**config.mk**
```make
export PLATFORM = sky130hd
export DESIGN_NAME = memory_control_flat
export DESIGN_NICKNAME = d
export VERILOG_FILES = /design/src/rtl/memory_control_if.sv /design/src/rtl/memory_control.sv /design/src/flat_wrapper.sv
export SDC_FILE = /design/constraint.sdc
export NUM_CORES = 1
export LEC_CHECK = 0
export BUFFER_PORTS_ARGS = -buffer_cell sky130_fd_sc_hd__buf_2
export CORE_AREA = 2 2 198 200
export CTS_CLUSTER_SIZE = 40
export DETAILED_ROUTE_END_ITERATION = 7
export DIE_AREA = 0 0 200 202
export PLACE_DENSITY_LB_ADDON = 0.05
export SLEW_MARGIN = 10
export SYNTH_ARGS = -nofsm -noshare
export SYNTH_HDL_FRONTEND = slang
export SYNTH_SLANG_ARGS = --single-unit
export TNS_END_PERCENT = 50
```
**constraint.sdc**
```tcl
create_clock -name CLK -period 4.1 [get_ports CLK]
set_clock_uncertainty 0.15 [all_clocks]
set_input_delay 0.615 -clock CLK [delete_from_list [all_inputs] [get_ports CLK]]
set_output_delay 0.615 -clock CLK [all_outputs]
set_load 0.005 [all_outputs]
```
**src/rtl/memory_control_if.sv**
```systemverilog
// Cache/RAM-side signal bundle for memory_control, dimensioned by the number of caches.
// slave = the controller's view, master = the caches/RAM view.
interface memory_control_if #(
  parameter int unsigned CPUS = 2
);
  localparam int unsigned DW = 32;

  logic [CPUS-1:0]         iREN;
  logic [CPUS-1:0]         dREN;
  logic [CPUS-1:0]         dWEN;
  logic [CPUS-1:0][DW-1:0] iaddr;
  logic [CPUS-1:0][DW-1:0] daddr;
  logic [CPUS-1:0][DW-1:0] dstore;
  logic [CPUS-1:0]         ccwrite;
  logic [CPUS-1:0]         cctrans;
  logic [DW-1:0]           ramload;
  logic [1:0]              ramstate;

  logic [CPUS-1:0]         iwait;
  logic [CPUS-1:0]         dwait;
  logic [CPUS-1:0][DW-1:0] iload;
  logic [CPUS-1:0][DW-1:0] dload;
  logic [DW-1:0]           ramaddr;
  logic [DW-1:0]           ramstore;
  logic                    ramREN;
  logic                    ramWEN;
  logic [CPUS-1:0]         ccwait;
  logic [CPUS-1:0]         ccinv;
  logic [CPUS-1:0][DW-1:0] ccsnoopaddr;

  modport slave (
    input  iREN, dREN, dWEN, iaddr, daddr, dstore, ccwrite, cctrans, ramload, ramstate,
    output iwait, dwait, iload, dload, ramaddr, ramstore, ramREN, ramWEN,
           ccwait, ccinv, ccsnoopaddr
  );

  modport master (
    output iREN, dREN, dWEN, iaddr, daddr, dstore, ccwrite, cctrans, ramload, ramstate,
    input  iwait, dwait, iload, dload, ramaddr, ramstore, ramREN, ramWEN,
           ccwait, ccinv, ccsnoopaddr
  );
endinterface

```
**src/rtl/memory_control.sv**
```systemverilog
// Two-cache coherent memory controller: arbitration, write-back, fetch, snoop and cache-to-cache transfer.
// Define CC_ROUND_ROBIN_EN to alternate tie grants between caches; otherwise cache 0 always wins ties.
module memory_control #(
  parameter int unsigned CPUS = 2
) (
  input logic              CLK,
  input logic              nRST,
  memory_control_if.slave  bus
);
  localparam int unsigned DW         = 32;
  localparam logic [1:0]  RAM_ACCESS = 2'd2;

  typedef enum logic [3:0] {
    IDLE, WB0, WB1, IFETCH, SNOOP, LD0, LD1, C2C0, C2C1
  } state_e;

  state_e        state_q, state_d;
  logic          c_q, c_d;
  logic          o_sel;
  logic [DW-1:0] snoop_addr_q, snoop_addr_d;
  logic          snoop_inv_q, snoop_inv_d;
  logic          tie_prio;
  logic          ram_ready;

  logic [CPUS-1:0]         iwait_c, dwait_c, ccwait_c, ccinv_c;
  logic [CPUS-1:0][DW-1:0] iload_c, dload_c, ccsnoopaddr_c;
  logic [DW-1:0]           ramaddr_c, ramstore_c;
  logic                    ramren_c, ramwen_c;

`ifdef CC_ROUND_ROBIN_EN
  logic prio_q, prio_d;
  assign tie_prio = prio_q;
`else
  assign tie_prio = 1'b0;
`endif

  assign o_sel     = ~c_q;
  assign ram_ready = (bus.ramstate == RAM_ACCESS);

  // Winner of one request class; tie_prio names the cache favoured when both ask.
  function automatic logic pick(input logic [CPUS-1:0] req, input logic prio);
    if (&req) return prio;
    return req[1];
  endfunction

  // Next-state and requester selection.
  always_comb begin
    state_d      = state_q;
    c_d          = c_q;
    snoop_addr_d = snoop_addr_q;
    snoop_inv_d  = snoop_inv_q;
`ifdef CC_ROUND_ROBIN_EN
    prio_d       = prio_q;
`endif
    case (state_q)
      IDLE: begin
        if (|bus.dWEN) begin
          c_d     = pick(bus.dWEN, tie_prio);
          state_d = WB0;
        end else if (|bus.dREN) begin
          c_d     = pick(bus.dREN, tie_prio);
          state_d = SNOOP;
        end else if (|bus.iREN) begin
          c_d     = pick(bus.iREN, tie_prio);
          state_d = IFETCH;
        end
      end
      WB0:    if (ram_ready) state_d = WB1;
      WB1:    if (ram_ready) state_d = IDLE;
      IFETCH: if (ram_ready) state_d = IDLE;
      SNOOP: begin
        snoop_addr_d = bus.daddr[c_q];
        snoop_inv_d  = bus.ccwrite[c_q];
        state_d      = bus.cctrans[o_sel] ? C2C0 : LD0;
      end
      LD0:    if (ram_ready) state_d = LD1;
      LD1:    if (ram_ready) state_d = IDLE;
      C2C0:   if (ram_ready) state_d = C2C1;
      C2C1:   if (ram_ready) state_d = IDLE;
      default: state_d = IDLE;
    endcase
`ifdef CC_ROUND_ROBIN_EN
    if (state_q != IDLE && state_d == IDLE) prio_d = ~c_q;
`endif
  end

  always_ff @(posedge CLK) begin
    if (!nRST) begin
      state_q      <= IDLE;
      c_q          <= 1'b0;
      snoop_addr_q <= '0;
      snoop_inv_q  <= 1'b0;
`ifdef CC_ROUND_ROBIN_EN
      prio_q       <= 1'b0;
`endif
    end else begin
      state_q      <= state_d;
      c_q          <= c_d;
      snoop_addr_q <= snoop_addr_d;
      snoop_inv_q  <= snoop_inv_d;
`ifdef CC_ROUND_ROBIN_EN
      prio_q       <= prio_d;
`endif
    end
  end

  // Responses follow ramstate in the same cycle, so outputs are decoded from state and inputs.
  always_comb begin
    iwait_c       = '1;
    dwait_c       = '1;
    iload_c       = '0;
    dload_c       = '0;
    ramaddr_c     = '0;
    ramstore_c    = '0;
    ramren_c      = 1'b0;
    ramwen_c      = 1'b0;
    ccwait_c      = '0;
    ccinv_c       = '0;
    ccsnoopaddr_c = '0;
    case (state_q)
      WB0, WB1: begin
        ramwen_c   = 1'b1;
        ramaddr_c  = bus.daddr[c_q];
        ramstore_c = bus.dstore[c_q];
        if (ram_ready) dwait_c[c_q] = 1'b0;
      end
      IFETCH: begin
        ramren_c       = 1'b1;
        ramaddr_c      = bus.iaddr[c_q];
        iload_c[c_q]   = bus.ramload;
        if (ram_ready) iwait_c[c_q] = 1'b0;
      end
      SNOOP: begin
        ccwait_c[o_sel]      = 1'b1;
        ccsnoopaddr_c[o_sel] = bus.daddr[c_q];
        ccinv_c[o_sel]       = bus.ccwrite[c_q];
      end
      LD0, LD1: begin
        ramren_c             = 1'b1;
        ramaddr_c            = bus.daddr[c_q];
        dload_c[c_q]         = bus.ramload;
        ccwait_c[o_sel]      = 1'b1;
        ccsnoopaddr_c[o_sel] = snoop_addr_q;
        ccinv_c[o_sel]       = snoop_inv_q;
        if (ram_ready) dwait_c[c_q] = 1'b0;
      end
      C2C0, C2C1: begin
        // The owning cache's data goes to the requester and back to RAM at once.
        ramwen_c             = 1'b1;
        ramaddr_c            = bus.daddr[o_sel];
        ramstore_c           = bus.dstore[o_sel];
        dload_c[c_q]         = bus.dstore[o_sel];
        ccwait_c[o_sel]      = 1'b1;
        ccsnoopaddr_c[o_sel] = snoop_addr_q;
        ccinv_c[o_sel]       = snoop_inv_q;
        if (ram_ready) begin
          dwait_c[c_q]   = 1'b0;
          dwait_c[o_sel] = 1'b0;
        end
      end
      default: ;
    endcase
  end

  assign bus.iwait       = iwait_c;
  assign bus.dwait       = dwait_c;
  assign bus.iload       = iload_c;
  assign bus.dload       = dload_c;
  assign bus.ramaddr     = ramaddr_c;
  assign bus.ramstore    = ramstore_c;
  assign bus.ramREN      = ramren_c;
  assign bus.ramWEN      = ramwen_c;
  assign bus.ccwait      = ccwait_c;
  assign bus.ccinv       = ccinv_c;
  assign bus.ccsnoopaddr = ccsnoopaddr_c;
endmodule

```
**src/flat_wrapper.sv**
```systemverilog
// flat-port wrapper written by rule: the top's interface ports become plain ports
module memory_control_flat 
#(
  parameter int unsigned CPUS = 2
)
  (CLK, nRST, bus_iREN, bus_dREN, bus_dWEN, bus_iaddr, bus_daddr, bus_dstore, bus_ccwrite, bus_cctrans, bus_ramload, bus_ramstate, bus_iwait, bus_dwait, bus_iload, bus_dload, bus_ramaddr, bus_ramstore, bus_ramREN, bus_ramWEN, bus_ccwait, bus_ccinv, bus_ccsnoopaddr);
  memory_control_if #(.CPUS(CPUS)) bus_i ();
  input logic CLK;
  input logic nRST;
  input wire logic [$bits(bus_i.iREN)-1:0] bus_iREN;
  input wire logic [$bits(bus_i.dREN)-1:0] bus_dREN;
  input wire logic [$bits(bus_i.dWEN)-1:0] bus_dWEN;
  input wire logic [$bits(bus_i.iaddr)-1:0] bus_iaddr;
  input wire logic [$bits(bus_i.daddr)-1:0] bus_daddr;
  input wire logic [$bits(bus_i.dstore)-1:0] bus_dstore;
  input wire logic [$bits(bus_i.ccwrite)-1:0] bus_ccwrite;
  input wire logic [$bits(bus_i.cctrans)-1:0] bus_cctrans;
  input wire logic [$bits(bus_i.ramload)-1:0] bus_ramload;
  input wire logic [$bits(bus_i.ramstate)-1:0] bus_ramstate;
  output wire logic [$bits(bus_i.iwait)-1:0] bus_iwait;
  output wire logic [$bits(bus_i.dwait)-1:0] bus_dwait;
  output wire logic [$bits(bus_i.iload)-1:0] bus_iload;
  output wire logic [$bits(bus_i.dload)-1:0] bus_dload;
  output wire logic [$bits(bus_i.ramaddr)-1:0] bus_ramaddr;
  output wire logic [$bits(bus_i.ramstore)-1:0] bus_ramstore;
  output wire logic [$bits(bus_i.ramREN)-1:0] bus_ramREN;
  output wire logic [$bits(bus_i.ramWEN)-1:0] bus_ramWEN;
  output wire logic [$bits(bus_i.ccwait)-1:0] bus_ccwait;
  output wire logic [$bits(bus_i.ccinv)-1:0] bus_ccinv;
  output wire logic [$bits(bus_i.ccsnoopaddr)-1:0] bus_ccsnoopaddr;
  assign bus_i.iREN = bus_iREN;
  assign bus_i.dREN = bus_dREN;
  assign bus_i.dWEN = bus_dWEN;
  assign bus_i.iaddr = bus_iaddr;
  assign bus_i.daddr = bus_daddr;
  assign bus_i.dstore = bus_dstore;
  assign bus_i.ccwrite = bus_ccwrite;
  assign bus_i.cctrans = bus_cctrans;
  assign bus_i.ramload = bus_ramload;
  assign bus_i.ramstate = bus_ramstate;
  assign bus_iwait = bus_i.iwait;
  assign bus_dwait = bus_i.dwait;
  assign bus_iload = bus_i.iload;
  assign bus_dload = bus_i.dload;
  assign bus_ramaddr = bus_i.ramaddr;
  assign bus_ramstore = bus_i.ramstore;
  assign bus_ramREN = bus_i.ramREN;
  assign bus_ramWEN = bus_i.ramWEN;
  assign bus_ccwait = bus_i.ccwait;
  assign bus_ccinv = bus_i.ccinv;
  assign bus_ccsnoopaddr = bus_i.ccsnoopaddr;
  memory_control #(.CPUS(CPUS)) u_core (.CLK(CLK), .nRST(nRST), .bus(bus_i));
endmodule
```
# ---- After elaboration in Yosys (flattened, before gate mapping)
# Cells that the tools add are included.
dict set report word_totals {
  wordCells 118
  regBits 38
  out_inout_bits 266
  in_bits 238
}
dict set report op_classes {
  n_lt_le_gt_ge 4
  n_bitwise 10
  n_eq_ne 14
  mux 65
  reduce_logical 21
}
# cell n
set op_table {}
lappend op_table {{$mux W32} 12}
lappend op_table {{$and A64 B64 Y64} 4}
lappend op_table {{$pmux W64 S2} 2}
lappend op_table {{$pmux W32 S3} 1}
lappend op_table {{$demux W32 S1} 2}
lappend op_table {{$mux W64} 1}
lappend op_table {{$pmux W32 S2} 1}
lappend op_table {{$mux W1} 29}
lappend op_table {{$mux W4} 7}
lappend op_table {{$pmux W4 S6} 1}
lappend op_table {{$eq A4 B3 Y1 const B} 4}
lappend op_table {{$reduce_or A4 Y1} 4}
lappend op_table {{$reduce_or A2 Y1} 6}
lappend op_table {{$mux W2} 5}
lappend op_table {{$eq A4 B2 Y1 const B} 2}
lappend op_table {{$ne A2 B1 Y1 const B} 4}
lappend op_table {{$pmux W2 S2} 2}
lappend op_table {{$reduce_and A2 Y1} 4}
lappend op_table {{$and A2 B2 Y2} 3}
lappend op_table {{$reduce_and A5 Y1} 1}
lappend op_table {{$reduce_or A5 Y1} 1}
lappend op_table {{$eq A4 B1 Y1 const B} 1}
lappend op_table {{$eq A4 B4 Y1 const B} 1}
lappend op_table {{$logic_not A4 Y1} 1}
lappend op_table {{10 further kinds} 15}

# ---- Depth between registers and ports, before layout
# Gate-level depths: netlist (run 1).
dict set report logic_depth {
  word_depth 10
  depth_mapped 7
  ltp_nobuf 4
}

# ---- Worst setup path after synthesis (run 1)
# OpenSTA, ideal clock, no wires.
dict set report synth_timing {
  kind {reg2out}
  start {register u_core.state_q[0]}
  end {output port bus_ramaddr[17]}
  stages_incl_launch_ff 6
  n_path_buf 1
  slack_ns 1.740
  t_arrival_ns 1.595
  required_ns 3.335
  path_cell_list {dfxtp_1 > or4b_1 > nand2_1 > clkbuf_1 > a22oi_1 > o211ai_1}
}
dict set report synth_between {
  elab_chain_cells 3
  elab_cells_between_ends 10
  classes_between {eq/ne: 7; mux: 1; reduce/logical: 2}
}
# item line
set synth_rtl {}
lappend synth_rtl {{from (decl)} memory_control.sv:17} ;# state_e state_q, state_d;
lappend synth_rtl {{from (signal assigned)} memory_control.sv:97} ;# state_q <= state_d;
lappend synth_rtl {{$eq A4 B1 Y1, or another cell as far along} memory_control.sv:120} ;# case (state_q)
lappend synth_rtl {{$reduce_or A4 Y1 (no line) or $reduce_or A2 Y1 (tied branches)} --}
lappend synth_rtl {{$pmux W32 S3 *} memory_control.sv:120}
lappend synth_rtl {{to (decl)} flat_wrapper.sv:24} ;# output wire logic [$bits(bus_i.ramaddr)-1:0] bus_ramaddr;
# Every way passes the cells marked *; elsewhere a longest branch is shown, timed or not.

# ---- Worst setup path in the final report (run 1)
dict set report layout_timing {
  start {register u_core.state_q[0]}
  end {output port bus_ramaddr[30]}
}
# Same word-level chain as after synthesis.

==> results of run 1 <==
stage by stage:
step	cells	instance area (um^2)	hold slack (ns)
2_1_floorplan	787	5550	0.286
4_1_cts	1743	8820	0.345
3_3_place_gp	1735	8630	0.333
5_1_grt	1743	8820	0.364
3_5_place_dp	1735	8630	0.336
6_report	1745	8830	0.339
cells by family after synthesis:
group / synth area share
XOR/XNOR: 0.00158
AO/OA/AOI/OAI: 0.357
multiplexers: 0.130
AND/OR/NAND/NOR: 0.292
flip-flops: 0.137
buffers and inverters: 0.0816
routing by layer:
| metal | track usage | vias to the layer above | share of wire |
|---|---|---|---|
| met5 | 0 | - | 0.0021 |
| met4 | 0.0230 | 12 | 0.0085 |
| met3 | 0.0419 | 25 | 0.074 |
| met2 | 0.341 | 320 | 0.52 |
| met1 | 0.209 | 3982 | 0.40 |
| li1 | - | 3893 | - |
state kept, by name, indices dropped and copies added, names as in the netlist:
register / cells
u_core.snoop_addr_q: 32
u_core.state_q: 4
u_core.c_q: 1
u_core.snoop_inv_q: 1
report_power, final:
part           internal (mW)  switching (mW)
Combinational          0.536           0.790
Clock                  0.350           0.178
Sequential             0.402          0.0359
Total                   1.29            1.00
worst min-delay path, delay by kind of cell (launching register included):
kind / cells / cell delay [ns]
flops: 1 / 0.33
simple gates: 1 / 0.06
compound gates: 1 / 0.05
Yosys cell counts (3+ instances only):
master,n
a221oi_1,66
nand2_1,17
nor2b_1,3
a21oi_1,6
buf_1,3
nand3_1,33
o211ai_1,31
buf_6,3
dfxtp_1,38
mux2i_1,34
nor2_1,166
buf_2,41
o21ai_0,3
nor3_1,35
a22oi_1,62
nand2b_1,3
inv_1,5
mux2_2,34
a22o_1,64
and2_1,32
clkbuf_1,45
and3_1,32
worst paths after layout:
check,end,slack [ns],cells after the start
min reg2reg,u_core.snoop_inv_q,0.34,2
max reg2reg,u_core.snoop_addr_q[31],1.60,5
min,u_core.snoop_inv_q,0.34,2
max,bus_ramaddr[30],0.58,6
cell type report:
class                           count  area, um^2  area share
Inverter                            7        28.8     0.00326
Antenna cell                        2        5.00    0.000567
Clock inverter                      3        68.8     0.00779
Clock buffer                        5         125      0.0142
Sequential cell                    38         764      0.0866
Multi-Input combinational cell    649        4450       0.504
Timing Repair Buffer              523        2740       0.311
Tap cell                          518         648      0.0734
==> impl_metrics.csv, run 1 <==
group,metric,value,unit
timing,period_needed,3.52,ns
routing,first_iter_violations,369,
critical_path,startpoint,"u_core.state_q[0]",
critical_path,start_kind,"flop",
clocking,ctsHoldBuffers,0,
clocking,h-tree-depth,2,
synthesis,synth_area_leaders,"dfxtp_1 (14%), nor2_1 (11%), a221oi_1 (10%)",
die,ios,504,
grt,grt_usage,0.180,
routing,detail_route.wl_per_cell,22.3,um
critical_path,critPathSlowestCell,"dfxtp_1",
synthesis,synth.top_cell.area_share,0.137,
clocking,tritoncts,"done",
synthesis,ys_warn_count,0,
clocking,clockRootBuffer,"clkbuf_16",
routing,ant_nets,0,
synthesis,synth_top_area_cell,"dfxtp_1",
synthesis,synth-edff-count,0,
final_layout,layout_commonest_cell,"buf_2",
timing,tightest_slew,1.20,ns
routing,vias,8232,
timing,setup_viol_count_final,0,
timing,finalMaxSlewViolations,0,
synthesis,syn_area_per_cell,7.05,um^2
hold_path,hp-start,"u_core.snoop_inv_q",
timing,maxSlewHeadroom,0.196,
outcome,status,"finished clean",
timing,setup_tns,0,ns
synthesis,async_reset_ff_frac,0,
timing,period_share,0.859,
routing,drt_wl_total,39000,um
clocking,cts_resized,0,
clocking,insertion_delay,0.28,ns
critical_path,cp.required,3.34,ns
clocking,max-clock-path-buffers,2,
clocking,clock_sinks,38,
clocking,cts-buffers-inserted,5,
timing,fin_ws,0.576,ns
timing,fmax,284,MHz
grt,antenna_found_initial,7,
power_and_ir_drop,p_leak,4.59,nW
final_layout,drive_above_1_share,0.479,
place,place_hpwl,29600,um
synthesis,synth_nets,1025,
synthesis,dominantRegCellSynth,"dfxtp_1",
die,die_x,200,um
final_layout,final_util,0.231,
power_and_ir_drop,power,2.29,mW
clocking,clkSlewWorstSetupHoldPaths,0.06,ns
die,core,38300,um^2
grt,overflow,0,
critical_path,reg2reg_from,"u_core.state_q[2]",
final_layout,final_cell_mix,"buf_2 (503), nor2_1 (165), a221oi_1 (66), a22o_1 (64), a22oi_1 (62)",
place,port_buffers,503,
final_layout,fillCellCount,4437,
final_layout,fin_nets,1462,
die,die_y,202,um
final_layout,syn_to_final_growth,59.2,%
synthesis,netlist_area,5550,um^2
timing,rsz0062_at_grt,"no",
grt,grt_pass1_vias,7951,
synthesis,ys_types,46,
routing,first_pass_iters,4,
die,start_util,0.145,
critical_path,crit_family,"flip-flops",
timing,finalHoldViolCount,0,
die,die-area,40400,um^2
critical_path,endpoint_kind,"output port",
critical_path,arrival,2.76,ns
synthesis,ys_seq_elements,38,
routing,drc,0,
place,dp_slack,0.829,ns
critical_path,path_cells,"xnor2_1 -> nor2_4 -> buf_4 -> a221oi_1 -> o21ai_0 -> buf_2",
hold_path,hold_class,"flop to flop",
clocking,post_cts.repair.setup_buffers,0,
power_and_ir_drop,ir_drop,0.133,mV
place,place_congestion,0.764,
grt,grt_max_degree,108,
job,cap_violations,0,
grt,grt_first_pass_wirelength,54600,um
power_and_ir_drop,power_density,260,nW/um^2
critical_path,crit_fanout,22,
synthesis,synth_cells,787,
critical_path,worst-setup-path-type,"flop to output port",
routing,via_per_inst,4.72,
critical_path,worst-path-buf-inv,2,
critical_path,crit_path_max_incr_delay,0.63,ns
die,rows,72,
synthesis,synth-seq-area-share,0.137,
Note: power is estimated with default switching activity, not from simulation.
==> run 2: changes to the inputs <==
--- a/config.mk
+++ b/config.mk
@@ -7,6 +7,7 @@
 export LEC_CHECK = 0
 export BUFFER_PORTS_ARGS = -buffer_cell sky130_fd_sc_hd__buf_2
 export CORE_AREA = 2 2 198 200
+export CTS_CLUSTER_DIAMETER = 80
 export CTS_CLUSTER_SIZE = 40
 export DETAILED_ROUTE_END_ITERATION = 7
 export DIE_AREA = 0 0 200 202
==> constraint.sdc (replaced) <==
create_clock -name CLK -period 4.1 [get_ports CLK]
set_clock_uncertainty 0.15 [all_clocks]
set_input_delay 0.615 -clock CLK [delete_from_list [all_inputs] [get_ports CLK]]
set_output_delay 0.615 -clock CLK [all_outputs]
set_load 0.01 [all_outputs]
==> run 2 against run 1 <==
Against the previous run:
- wire length rose by 0.81%
- sequential power rose by 3%
- cell area fell by 0.43%
- combinational power rose by 5%
- total power rose by 4.1%
- critical path depth rose by 1
- final cell count rose by 0.11%
- register-to-register slack improved by 0.16 ns
- critical endpoint is now bus_ccsnoopaddr[42]
- largest power group unchanged
==> impl_metrics.csv, run 2 (synthesis results as in run 1) <==
group,metric,value,unit
outcome,status,"finished clean",
place,place_hpwl,30300,um
die,core,38300,um^2
power_and_ir_drop,p_leak,4.57,nW
final_layout,largest_reg_flops,32,
grt,use_met3,0.0449,
timing,period_share,0.908,
routing,via_per_inst,4.71,
critical_path,arrival,2.96,ns
grt,grt_pass1_vias,8105,
critical_path,path_cells,"or2_2 -> a21oi_4 -> buf_4 -> buf_4 -> mux2i_1 -> nor2_1 -> buf_2",
critical_path,crit_fanout,18,
timing,setup_viol_count_final,0,
critical_path,worst-path-buf-inv,3,
timing,setup_tns,0,ns
routing,detail_route.wl_per_cell,22.5,um
grt,use_met2,0.337,
routing,first_pass_iters,4,
clocking,cts-buffers-inserted,5,
final_layout,top_regs,"u_core.snoop_addr_q (32), u_core.state_q (4)",
clocking,max-clock-path-buffers,2,
final_layout,fin_cells,1747,
die,start_util,0.145,
power_and_ir_drop,ir_drop,0.157,mV
clocking,cts_resized,0,
final_layout,largest_register,"u_core.snoop_addr_q",
timing,rsz0062_at_grt,"no",
die,die-area,40400,um^2
clocking,clkSlewWorstSetupHoldPaths,0.06,ns
critical_path,cp.required,3.34,ns
routing,vias,8231,
timing,whs,0.304,ns
routing,ant_nets,0,
final_layout,fillCellCount,4422,
job,cap_violations,0,
clocking,insertion_delay,0.28,ns
final_layout,drive_above_1_share,0.479,
critical_path,critPathSlowestCell,"a21oi_4",
clocking,clockRootBuffer,"clkbuf_16",
timing,tightest_slew,1.13,ns
grt,overflow,0,
final_layout,layout_commonest_cell,"buf_2",
timing,maxSlewHeadroom,0.241,
grt,grt_first_pass_wirelength,55300,um
final_layout,final_cell_mix,"buf_2 (503), nor2_1 (165), a221oi_1 (66), a22o_1 (64), a22oi_1 (62)",
critical_path,endpoint_kind,"output port",
critical_path,crit_family,"buffers and inverters",
critical_path,start_kind,"flop",
clocking,clock_sinks,38,
hold_path,hold_class,"flop to flop",
final_layout,syn_to_final_growth,58.5,%
die,ios,504,
critical_path,cp_common_cell,"buf_4",
grt,gr-usage-met1,0.209,
die,die_x,200,um
timing,period_needed,3.72,ns
grt,antenna_found_initial,12,
place,place_inst,1734,
routing,drt_wl_total,39300,um
place,port_buffers,503,
routing,drc,0,
grt,top_usage_layer,"met2",
grt,grt_usage,0.183,
critical_path,crit_path_max_incr_delay,0.62,ns
final_layout,final_util,0.230,
routing,first_iter_violations,376,
timing,fmax,268,MHz
critical_path,worst-setup-path-type,"flop to output port",
timing,finalHoldViolCount,0,
power_and_ir_drop,power_density,271,nW/um^2
final_layout,fin_nets,1461,
clocking,ctsHoldBuffers,0,
timing,finalMaxSlewViolations,0,
die,die_y,202,um
clocking,tritoncts,"done",
clocking,post_cts.repair.setup_buffers,0,
grt,grt_max_degree,66,
die,rows,72,
timing,fin_ws,0.375,ns
place,dp_slack,0.648,ns
place,place_congestion,0.800,
clocking,h-tree-depth,2,
==> run 2: worst register-to-register path: cells and delay by family, from the launching register on <==
kind                   cells  cell delay [ns]
flip-flops                 1             0.38
buffers and inverters      1             0.23
AND/OR/NAND/NOR            4             1.43
==> run 2: metrics by stage <==
stage	area (um^2)	total power, mW
3_5_place_dp	8590	1.89
2_1_floorplan	5550	1.21
3_3_place_gp	8590	1.90
4_1_cts	8780	2.45
6_report	8790	2.39
5_1_grt	8790	2.56
==> run 2: per-layer routing <==
metal,vias up,wire length (um)
met4,12,859
met1,3932,15500
li1,3896,-
met2,348,19800
met3,43,3020
met5,-,85
==> run 2: final timing paths <==
path | start | end | slack (ns) | cells past startpoint
worst max register to register | u_core.state_q[3] | u_core.snoop_addr_q[27] | 1.76 | 5
worst min-delay path | u_core.snoop_inv_q | u_core.snoop_inv_q | 0.30 | 2
worst min register to register | u_core.snoop_inv_q | u_core.snoop_inv_q | 0.30 | 2
worst max-delay path | u_core.state_q[0] | bus_ccsnoopaddr[42] | 0.38 | 7
==> run 2: cell type report <==
cell class | count | area [um^2] | area share
clock inverters | 3 | 68.8 | 0.00783
clock buffers | 5 | 125 | 0.0142
flip-flops and latches | 38 | 764 | 0.0870
inverters | 7 | 28.8 | 0.00327
well taps | 518 | 648 | 0.0737
diodes | 5 | 12.5 | 0.00142
multi-input cells | 649 | 4450 | 0.506
repair buffers | 522 | 2700 | 0.307
==> run 2: power by group <==
group | internal [mW] | total (mW) | switching, mW
registers | 0.402 | 0.449 | 0.0473
clock network | 0.351 | 0.535 | 0.184
logic | 0.535 | 1.40 | 0.869
==> run 3: changes to the inputs <==
--- a/config.mk
+++ b/config.mk
@@ -6,11 +6,12 @@
 export NUM_CORES = 1
 export LEC_CHECK = 0
 export BUFFER_PORTS_ARGS = -buffer_cell sky130_fd_sc_hd__buf_2
-export CORE_AREA = 2 2 198 200
+export CAP_MARGIN = 15
+export CORE_AREA = 2 2 195 197
 export CTS_CLUSTER_DIAMETER = 80
 export CTS_CLUSTER_SIZE = 40
 export DETAILED_ROUTE_END_ITERATION = 7
-export DIE_AREA = 0 0 200 202
+export DIE_AREA = 0 0 197 199
 export PLACE_DENSITY_LB_ADDON = 0.05
 export SLEW_MARGIN = 10
 export SYNTH_ARGS = -nofsm -noshare
==> constraint.sdc (replaced) <==
create_clock -name CLK -period 3.6 [get_ports CLK]
set_clock_uncertainty 0.15 [all_clocks]
set_input_delay 0.54 -clock CLK [delete_from_list [all_inputs] [get_ports CLK]]
set_output_delay 0.54 -clock CLK [all_outputs]
set_load 0.01 [all_outputs]
==> run 3 against run 2 <==
Against the previous run:
- sequential share of layout area is essentially flat
- wire length shrank 4.6%
- worst setup slack lost 0.16 ns
- combinational power grew 13%
- critical path depth shrank 1
- utilization grew 0.71 points
- via count is essentially flat
- first-iteration DRC count grew 0.53%
- register-to-register slack lost 0.48 ns
- largest power group unchanged
- clock-buffer cell count grew 1
==> impl_metrics.csv, run 3 (synthesis results as in run 1) <==
group,metric,value,unit
critical_path,worst-setup-path-type,"flop to output port",
timing,period_needed,3.39,ns
grt,grt_max_degree,66,
timing,finalHoldViolCount,0,
critical_path,crit_path_max_incr_delay,0.77,ns
clocking,clkSlewWorstSetupHoldPaths,0.06,ns
final_layout,largest_reg_flops,32,
timing,fin_ws,0.212,ns
routing,first_pass_iters,5,
clocking,post_cts.repair.setup_buffers,0,
hold_path,hold_class,"flop to flop",
clocking,tritoncts,"done",
clocking,ctsHoldBuffers,0,
critical_path,crit_fanout,46,
timing,setup_viol_count_final,0,
timing,tightest_slew,0.957,ns
power_and_ir_drop,p_leak,4.60,nW
critical_path,rr_worst_depth,5,
grt,grt_first_pass_wirelength,53100,um
place,place_congestion,0.821,
critical_path,critPathSlowestCell,"nor3_4",
routing,detail_route.wl_per_cell,21.9,um
grt,overflow,0,
routing,drc,0,
timing,rsz0062_at_grt,"no",
final_layout,layout_commonest_cell,"buf_2",
timing,maxSlewHeadroom,0.360,
timing,period_share,0.941,
power_and_ir_drop,ir_drop,0.144,mV
clocking,clockRootBuffer,"clkbuf_16",
critical_path,endpoint_kind,"output port",
outcome,status,"finished clean",
die,start_util,0.149,
critical_path,start_kind,"flop",
timing,fmax,295,MHz
die,core,37100,um^2
hold_path,min_path_cells,2,
final_layout,largest_register,"u_core.snoop_addr_q",
final_layout,fin_nets,1471,
clocking,cts_resized,0,
place,port_buffers,503,
routing,ant_nets,0,
final_layout,final_cell_mix,"buf_2 (503), nor2_1 (165), a221oi_1 (66), a22o_1 (64), a22oi_1 (62)",
clocking,h-tree-depth,2,
timing,whs,0.303,ns
final_layout,top_regs,"u_core.snoop_addr_q (32), u_core.state_q (4)",
critical_path,crit_family,"simple AND/OR/NAND/NOR gates",
grt,antenna_found_initial,9,
power_and_ir_drop,power_density,289,nW/um^2
critical_path,path_depth,6,
job,cap_violations,0,
clocking,insertion_delay,0.28,ns
final_layout,drive_above_1_share,0.482,
die,rows,71,
critical_path,r2r-end,"u_core.snoop_addr_q[27]",
clocking,cts-buffers-inserted,5,
die,die-area,39200,um^2
die,ios,504,
critical_path,worst-path-buf-inv,2,
routing,vias,8237,
grt,grt_usage,0.179,
critical_path,arrival,2.70,ns
final_layout,syn_to_final_growth,58.5,%
grt,grt_pass1_vias,8053,
timing,finalMaxSlewViolations,0,
clocking,clock_sinks,38,
hold_path,holdPathEnd,"u_core.snoop_inv_q",
timing,setup_tns,0,ns
routing,via_per_inst,4.81,
hold_path,hp-start,"u_core.snoop_inv_q",
critical_path,reg2reg_from,"u_core.state_q[3]",
critical_path,cp.required,2.91,ns
die,die_x,197,um
die,die_y,199,um
critical_path,path_cells,"nand3b_1 -> nor3_4 -> buf_12 -> a22oi_1 -> o211ai_1 -> buf_2",
routing,first_iter_violations,378,
clocking,max-clock-path-buffers,2,
routing,drt_wl_total,37500,um
place,place_hpwl,29100,um
place,dp_slack,0.464,ns
critical_path,r2r_slack,1.28,ns
[run 3: worst reg2reg max path, cell delays in order (launching register included)]
cell and delay, ns:
dfxtp_1 0.44, buf_4 0.26, nor3_1 0.42, nand2_2 0.54, nor2_1 0.31, nor3_1 0.07
[run 3: through the flow]
stage	area (um^2)	total power, mW	cells	util
floorplan	5550	1.38	787	-
global placement	8640	2.13	1700	0.233
detailed placement	8640	2.13	1700	0.233
CTS	8780	2.60	1708	0.236
global route	8780	2.74	1710	0.237
finish	8790	2.54	1713	0.237
[run 3: worst max-delay path by stage]
| stage | start | to | slack, ns |
|---|---|---|---|
| floorplan | u_core.state_q[0] | bus_ramaddr[17] | 1.25 |
| global placement | u_core.state_q[0] | bus_ramaddr[17] | 0.50 |
| detailed placement | u_core.state_q[0] | bus_ramaddr[17] | 0.46 |
| CTS | u_core.state_q[0] | bus_ramaddr[17] | 0.15 |
| global route | u_core.state_q[0] | bus_ramaddr[1] | 0.03 |
| finish | u_core.state_q[0] | bus_ramaddr[17] | 0.21 |
[run 3: final cells by class]
type | instances | area, um^2
Sequential cell | 38 | 764
Clock inverter | 2 | 13.8
Tap cell | 474 | 593
Fill cell | 4285 | 28300
Multi-Input combinational cell | 649 | 4440
Timing Repair Buffer | 532 | 2810
Antenna cell | 5 | 12.5
Inverter | 7 | 28.8
Clock buffer | 6 | 129
[run 3: layer usage]
layer  wire (um)  vias up  GRT usage
met5          61        -          0
met4         809        8     0.0473
met3        2900       46     0.0448
met2       19100      363      0.333
met1       14600     3907      0.201
li1            -     3913          -
[run 3: power by group]
group          internal (mW)  switching [mW]
clock network          0.258           0.191
logic                  0.614           0.969
registers              0.458          0.0510
total                   1.33            1.21
